--- config.mk ---
export PLATFORM = sky130hd
export DESIGN_NAME = gain_arbiter
export DESIGN_NICKNAME = d
export VERILOG_FILES = /design/src/rtl/gain_arbiter.sv
export SDC_FILE = /design/constraint.sdc
export NUM_CORES = 1
export LEC_CHECK = 0
export CAP_MARGIN = 15
export CORE_AREA = 4 4 158 160
export DETAILED_ROUTE_END_ITERATION = 8
export DIE_AREA = 0 0 162 164
export PLACE_DENSITY = 0.73
export SYNTH_ARGS = -nofsm -noshare
export SYNTH_HDL_FRONTEND = slang
export SYNTH_SLANG_ARGS = --single-unit
--- constraint.sdc ---
create_clock -name clock -period 3.25 [get_ports clock]
set_input_delay 0.4875 -clock clock [delete_from_list [all_inputs] [get_ports clock]]
set_output_delay 0.4875 -clock clock [all_outputs]
set_load 0.02 [all_outputs]
--- src/rtl/gain_arbiter.sv ---
// rtl/gain_arbiter.sv - round-robin, credit-based scheduler sharing one gain pipeline between L/R channels
// Optional GAIN_ARB_MUTE_EN adds a mute input that zeroes the written result of samples granted while muted.
module gain_arbiter #(
    parameter int                    DATA_WIDTH   = 32,
    parameter int                    GAIN_WIDTH   = 32,
    parameter int                    GAIN_LATENCY = 3,
    parameter int                    OUT_DEPTH    = 8,
    parameter logic [GAIN_WIDTH-1:0] GAIN_DEFAULT = 32'h00000400
) (
    input  logic                  clock,
    input  logic                  reset,
    input  logic                  l_in_empty,
    output logic                  l_in_rd_en,
    input  logic [DATA_WIDTH-1:0] l_in_dout,
    input  logic                  r_in_empty,
    output logic                  r_in_rd_en,
    input  logic [DATA_WIDTH-1:0] r_in_dout,
    output logic                  g_valid,
    output logic [DATA_WIDTH-1:0] g_din,
    output logic [GAIN_WIDTH-1:0] g_gain,
    input  logic [DATA_WIDTH-1:0] g_dout,
    output logic                  l_out_wr_en,
    output logic [DATA_WIDTH-1:0] l_out_din,
    input  logic                  l_out_pop,
    output logic                  r_out_wr_en,
    output logic [DATA_WIDTH-1:0] r_out_din,
    input  logic                  r_out_pop,
    input  logic                  cfg_wr,
    input  logic                  cfg_sel,
    input  logic [GAIN_WIDTH-1:0] cfg_gain,
`ifdef GAIN_ARB_MUTE_EN
    input  logic                  mute,
`endif
    output logic                  busy
);

    localparam int CW = $clog2(OUT_DEPTH + 1);
    localparam logic [CW-1:0] CREDIT_FULL = CW'(OUT_DEPTH);
    localparam logic [CW-1:0] CREDIT_ONE  = CW'(1);
    localparam int LAST = GAIN_LATENCY - 1;

    logic [CW-1:0]           l_credit, r_credit;
    logic [GAIN_WIDTH-1:0]   l_gain, r_gain;
    logic                    last_r;
    logic                    l_elig, r_elig, grant_l, grant_r;

    logic                    iss_valid, iss_tag;
    logic [DATA_WIDTH-1:0]   iss_data;
    logic [GAIN_WIDTH-1:0]   iss_gain;
    logic [GAIN_LATENCY-1:0] tag_v, tag_r;
    logic [DATA_WIDTH-1:0]   wb_data;

    // Credit update: a grant and a pop together cancel; pops at full credit are dropped.
    function automatic logic [CW-1:0] credit_next(input logic [CW-1:0] c, input logic g, input logic p);
        logic up;
        up = p && (c != CREDIT_FULL);
        if (g && !p)
            return c - CREDIT_ONE;
        else if (up && !g)
            return c + CREDIT_ONE;
        else
            return c;
    endfunction

    assign l_elig = !l_in_empty && (l_credit != '0);
    assign r_elig = !r_in_empty && (r_credit != '0);

    // No pops during reset, otherwise the popped sample would be lost.
    always_comb begin
        grant_l = 1'b0;
        grant_r = 1'b0;
        if (reset) begin
            if (l_elig && (!r_elig || last_r))
                grant_l = 1'b1;
            else if (r_elig)
                grant_r = 1'b1;
        end
    end

    assign l_in_rd_en = grant_l;
    assign r_in_rd_en = grant_r;
    assign g_valid    = iss_valid;
    assign g_din      = iss_data;
    assign g_gain     = iss_gain;
    assign busy       = iss_valid | (|tag_v);

`ifdef GAIN_ARB_MUTE_EN
    logic                    iss_mute;
    logic [GAIN_LATENCY-1:0] tag_m;

    assign wb_data = tag_m[LAST] ? '0 : g_dout;

    always_ff @(posedge clock) begin
        if (!reset) begin
            iss_mute <= 1'b0;
            tag_m    <= '0;
        end else begin
            if (grant_l || grant_r)
                iss_mute <= mute;
            tag_m[0] <= iss_mute;
            for (int i = 1; i < GAIN_LATENCY; i++)
                tag_m[i] <= tag_m[i-1];
        end
    end
`else
    assign wb_data = g_dout;
`endif

    always_ff @(posedge clock) begin
        if (!reset) begin
            l_credit    <= CREDIT_FULL;
            r_credit    <= CREDIT_FULL;
            l_gain      <= GAIN_DEFAULT;
            r_gain      <= GAIN_DEFAULT;
            last_r      <= 1'b1;
            iss_valid   <= 1'b0;
            iss_tag     <= 1'b0;
            iss_data    <= '0;
            iss_gain    <= GAIN_DEFAULT;
            tag_v       <= '0;
            tag_r       <= '0;
            l_out_wr_en <= 1'b0;
            r_out_wr_en <= 1'b0;
            l_out_din   <= '0;
            r_out_din   <= '0;
        end else begin
            if (cfg_wr) begin
                if (cfg_sel)
                    r_gain <= cfg_gain;
                else
                    l_gain <= cfg_gain;
            end

            l_credit <= credit_next(l_credit, grant_l, l_out_pop);
            r_credit <= credit_next(r_credit, grant_r, r_out_pop);

            if (grant_l || grant_r)
                last_r <= grant_r;

            // Gain register is sampled here, so a same-edge cfg write only affects later grants.
            iss_valid <= grant_l | grant_r;
            iss_tag   <= grant_r;
            if (grant_l || grant_r) begin
                iss_data <= grant_r ? r_in_dout : l_in_dout;
                iss_gain <= grant_r ? r_gain : l_gain;
            end

            tag_v[0] <= iss_valid;
            tag_r[0] <= iss_tag;
            for (int i = 1; i < GAIN_LATENCY; i++) begin
                tag_v[i] <= tag_v[i-1];
                tag_r[i] <= tag_r[i-1];
            end

            l_out_wr_en <= tag_v[LAST] && !tag_r[LAST];
            r_out_wr_en <= tag_v[LAST] && tag_r[LAST];
            if (tag_v[LAST] && !tag_r[LAST])
                l_out_din <= wb_data;
            if (tag_v[LAST] && tag_r[LAST])
                r_out_din <= wb_data;
        end
    end

endmodule

==> reports/metrics.yaml <==
status: "completed"
syn_inst: 975
vias: 7480
gp_congestion: 0.765
cts_hold_buf: 0
grt_pass1_wl_um: 37800
synth_compound_area_share_pct: 21.3
synth_fa_ha_area_share_pct: 0.307
netlist_area_um2: 8160
ios: 270
grt_max_degree: 104
synth-simple-area-share_pct: 21.0
yosysSeqAreaShare_pct: 51.8
cp.required_ps: 2760
diodes: 0
antenna_found_initial: 1
synth-warning-count: 0
p_leak_nw: 4.32
cp_max_fo: 8
ys.flop_type: "dfxtp_1"
antenna_left: 0
endpoint_kind: "output port"
critPathLaunchType: "register"
yosysUniqueCellTypes: 47
vdd.ir_drop.worst_mv: 0.296
syn-num-nets: 1113
min-delay-path-class: "in2reg"
clk_pin_slew_ps: 60
routedWlPerCell_um: 15.3
dieArea_um2: 26600
fin_setup_tns_ps: 0
clock_skew_ps: 16.3
reg2reg_depth: 8
num_rows: 56
drt_first_pass_iters: 5
cts_resized: 0
drc_errors: 0
final_core_util_pct: 50.8
die_h_um: 164
synthArstFlopShare_pct: 0
cts_root_buf: "clkbuf_16"
core_um2: 23400
synth-edff-count: 0
p_total_mw: 6.35
finalCritPeriodShare_pct: 92.3
grt_overflow: 0
numCtsBuffers: 24
tightest_slew_ps: 882
maxCapViolations: 0
syn_to_final_growth_pct: 45.7
rsz0062_at_grt: "no"
post_cts_buffers: 0
endpoint: "r_in_rd_en"
routed_wl_um: 23700
crit_arrival_ps: 2510
final_max_slew_viol_count: 0
first_global_vias: 7261
fin_crit_ps: 3000
r2r_start: "l_credit[0]$_SDFFE_PN0P_"
first_iter_violations: 518
crit_start: "l_credit[0]$_SDFFE_PN0P_"
maxSlewHeadroom_pct: 41.2
start_util_pct: 34.9
drive_gt1_share_pct: 5.61
synth_seq_cells: 211
muxShareOfSynthArea_pct: 0.368
ys_top_cells_by_area: "dfxtp_1, nand2_1, a21boi_0, a31oi_1, clkbuf_1"
synth-xor-area-share_pct: 0.429
final_common_cell: "nand2_1"
critPathKind: "reg2out"
power_density_nw_per_um2: 534
track_usage_pct: 17.2
rr_endpoint: "r_credit[2]$_SDFFE_PN0P_"
cts_tree: "built"
cts_sinks: 211
h-tree-depth: 1
final_cell_mix: "nand2_1, clkdlybuf4s50_1, dfxtp_1"
power_switching_mw: 1.59
clock_latency_ps: 510
clock_path_buffers: 3
ff2ff_setup_slack_ps: 930
setup_violations: 0
synth_top_area_share_pct: 51.8
postSynthAreaPerCell_um2: 8.37
dpl.hpwl_um: 15700
p_int_mw: 4.77
swShare_pct: 25.0
fmax_mhz: 333
synth_top_family_by_area: "compound AO/OA/AOI/OAI gates"
comb_power_share_pct: 13.6
yosys.area.top_type: "dfxtp_1"
pwr-share-seq_pct: 44.1
clkPwrFrac_pct: 42.3
hold_violations: 0
numPortBuffers: 269
routed_via_density: 4.83
die_w_um: 162
final_nets: 1350
## sequential cells by signal, indices dropped and copies added (netlist names), 3 cells and up
signal and count:
l_gain 32, g_din 32, l_out_din 32, r_credit 4
tag_v 3, tag_r 3, l_credit 4, r_out_din 32
r_gain 32, g_gain 32
## layer usage
metal	track usage [%]	wire [µm]	vias to the layer above
met2	28.8	11100	229
met5	0	7	-
li1	-	-	3734
met1	22.1	10400	3474
met3	4.34	1610	41
met4	4.69	578	2
## logic make-up after synthesis
| kind of cell | count (synthesis) |
|---|---|
| buffers and inverters | 92 |
| and+or+nand+nor | 421 |
| muxes | 3 |
| DFF | 211 |
| AOI/OAI and AO/OA | 242 |
| adders and majority gates | 2 |
| xor gates and xnor gates | 4 |
## metrics by stage
step | setup slack [ps] | std cells | instance area (µm²) | hold slack (ps)
after floorplan | 1010 | 975 | 8160 | 412
after global placement | 511 | 1505 | 11100 | 414
after detailed placement | 512 | 1505 | 11100 | 418
after CTS | 210 | 1549 | 11900 | 367
after global routing | 151 | 1549 | 11900 | 396
final | 250 | 1549 | 11900 | 386
## worst min-delay path by stage
stage	start	to	slack, ps	cells past startpoint
after floorplan	iss_tag$_SDFF_PN0_	tag_r[0]$_SDFF_PN0_	410	1
after global placement	iss_tag$_SDFF_PN0_	tag_r[0]$_SDFF_PN0_	410	1
after detailed placement	iss_tag$_SDFF_PN0_	tag_r[0]$_SDFF_PN0_	420	1
after CTS	reset	last_r$_SDFFE_PN1P_	370	3
after global routing	reset	last_r$_SDFFE_PN1P_	400	3
final	reset	last_r$_SDFFE_PN1P_	390	3
## critical path, stage by stage, from the launching register on
cell             delay [ps]
dfxtp_1                 350
or4_4                   550
a211o_2                 350
inv_4                   130
clkdlybuf4s50_1         620
## power groups by stage
stage / clock, mW / combinational, mW / sequential (mW)
3_3_place_gp: 0 / 0.863 / 2.85
2_1_floorplan: 0 / 0.321 / 2.95
6_report: 2.69 / 0.864 / 2.80
5_1_grt: 2.89 / 0.941 / 2.82
4_1_cts: 2.78 / 0.876 / 2.80
3_5_place_dp: 0 / 0.872 / 2.85
## cells in the mapped netlist (3+ instances only)
| master | instances |
|---|---|
| buf_2 | 13 |
| dfxtp_1 | 211 |
| nor3_1 | 5 |
| clkbuf_1 | 55 |
| nor2_1 | 24 |
| a222oi_1 | 13 |
| inv_1 | 16 |
| and2_1 | 9 |
| o21ai_0 | 22 |
| mux2i_1 | 3 |
| a21boi_0 | 135 |
| a22oi_1 | 14 |
| nand2_1 | 337 |
| a21boi_1 | 7 |
| nand3_1 | 21 |
| a21oi_1 | 5 |
| nor2b_1 | 3 |
| nand2b_1 | 7 |
| a31oi_1 | 38 |
## cell type report
type | instances | area, µm²
clock buffer | 29 | 659
clock inverter | 15 | 148
fill | 2204 | 11500
inverter | 18 | 70.1
multi-input combinational | 672 | 3550
sequential | 211 | 4220
tap | 319 | 399
timing repair buffer | 285 | 2840
No activity file was read; power rests on OpenSTA's default activity.
==> RTL change (same settings) <==
Build with the macro `GAIN_ARB_MUTE_EN` defined.
--- a/src/rtl/gain_arbiter.sv
+++ b/src/rtl/gain_arbiter.sv
@@ -1,5 +1,7 @@
 // rtl/gain_arbiter.sv - round-robin, credit-based scheduler sharing one gain pipeline between L/R channels
 // Optional GAIN_ARB_MUTE_EN adds a mute input that zeroes the written result of samples granted while muted.
+`define GAIN_ARB_MUTE_EN
+
 module gain_arbiter #(
     parameter int                    DATA_WIDTH   = 32,
     parameter int                    GAIN_WIDTH   = 32,
Interface: changed (added mute); port bits go from 270 to 271. No check against the original RTL was run, so the function may have changed too.
==> RTL change against the original RTL <==
Clock power rose by 3%; highest routed layer unchanged; synthesized area increased by 5.3%; first-iteration DRC count rose by 25%; total power rose by 5.8%; sequential cell count increased by 4; design area up 3.5%; die area unchanged; worst setup slack worse by 0.0021 ns; sequential share of layout area is 0.53 points lower; wire length up 9.2%; critical path type unchanged.
==> RTL change: results <==
[synth]
async_flop_share_pct = 0
yosys-top-cells-count = "nand2_1 (361), dfxtp_1 (215), a21boi_0 (132), clkbuf_1 (66), a31oi_1 (58)"
yosysSeqAreaShare_pct = 50.1
ys_top_cells_by_area = "dfxtp_1 (50%), nand2_1 (16%), a21boi_0 (12%)"
synth_cell_type_count = 38
yosysWarnings = 0
syn_nets = 1196
synth.largest_area_cell = "dfxtp_1"

[placement]
hpwl_um = 17000
routabilityCongestion = 0.751
portBuffers = 270

[finish]
n_fill_cell = 2261
drive_above_1_share_pct = 5.53
finalNetCount = 1423

[power_and_ir_drop]
internal_power_w = 0.00497
peakVddDrop_uv = 366
p_leak_nw = 4.40

[detailed_routing]
drtIter0Drc = 650
first_pass_iters = 5
wire_per_inst_um = 15.9
vias = 7937

[critical_path]
cp_max_fo = 6
worstPathArrival_ns = 2.51

[global_route]
grt_use_met3_pct = 4.92
grt_pass1_wl_um = 40400
grt_usage_pct = 18.5
antenna_found_initial = 3
grt_max_degree = 120
grt_pass1_vias = 7584
grt_use_met2_pct = 30.5
grt_remaining_overflow = 0
gr-usage-met1_pct = 24.4

[clocking]
cts_buffers = 24
htreeDepth = 1
clk_root_buffer_cell = "clkbuf_16"
cts_setup_buffers = 0
insertion_delay_ns = 0.51
ctsLongestPathBuffers = 3
post_cts_resized = 0

[timing]
tightest_slew_ns = 0.884
finClkSkew_ns = 0.00962

[status]
status = "complete, no violations"

[min_path]
hp-class = "in -> reg"
-- RTL change: cell count changes after synthesis, moves of 5 or more --
cell / unedited run / this run
nor2b_1: 3 / 36
nand2_1: 337 / 361
a31oi_1: 38 / 58
inv_1: 16 / 2
a222oi_1: 13 / 0
clkbuf_1: 55 / 66
o21ai_0: 22 / 33
nand3_1: 21 / 30
nor2_1: 24 / 33
a21boi_1: 7 / 0
a22oi_1: 14 / 7
buf_2: 13 / 6
and2_1: 9 / 14
-- RTL change: cell type report --
type,instances,area [um^2],share of cell area (%)
clock inverter,14,138,1.12
timing repair buffer,286,2850,23.2
clock buffer,30,684,5.56
antenna,1,2.50,0.0203
inverter,4,16.3,0.132
sequential,215,4300,35.0
multi-input combinational,753,3900,31.7
tap,319,399,3.24
-- RTL change: cell families (layout without fill, tap and decap cells) --
kind of cell,Yosys count,in the layout,share of synthesized area [%]
compound gates,245,245,19.5
xor+xnor,7,7,0.713
fa+ha+maj,2,2,0.291
buf+inv,89,334,4.66
flops,215,215,50.1
mux,5,5,0.597
other cells,0,1,0
simple gates,494,494,24.2
-- RTL change: layer usage --
layer	vias up	share of wire [%]	routed length (um)
li1	3957	-	-
met1	3666	44	11400
met2	273	46	11800
met3	37	7.8	2010
met4	4	2.1	553
met5	-	0.10	27
-- RTL change: metrics by stage --
stage	hold slack [ns]	cells	total power [W]	cell area (um^2)	setup slack [ns]
2_1_floorplan	0.412	1057	0.00349	8590	0.896
3_3_place_gp	0.415	1576	0.00399	11400	0.523
3_5_place_dp	0.419	1576	0.00400	11400	0.494
4_1_cts	0.349	1620	0.00680	12300	0.205
5_1_grt	0.373	1622	0.00700	12300	0.150
6_report	0.375	1622	0.00672	12300	0.248
-- RTL change: worst max-delay path, stage by stage, from the launching register on --
cell	delay (ns)
dfxtp_1	0.37
or4_4	0.55
a211o_2	0.36
clkinv_2	0.06
clkdlybuf4s50_1	0.67
-- RTL change: path summary, 6_finish.rpt --
path,startpoint,slack [ns],to,cells after the start
max,r_credit[0],0.25,l_in_rd_en,4
min,reset,0.37,g_gain[2],3
max reg2reg,r_credit[0],0.74,g_din[8],7
min reg2reg,iss_tag,0.43,tag_r[0],1
-- RTL change: power groups by stage --
stage          Sequential [W]  Combinational [W]  Clock, W
2_1_floorplan         0.00306           0.000430         0
3_3_place_gp          0.00296            0.00103         0
3_5_place_dp          0.00296            0.00104         0
4_1_cts               0.00291            0.00105   0.00284
5_1_grt               0.00293            0.00113   0.00295
6_report              0.00291            0.00104   0.00278
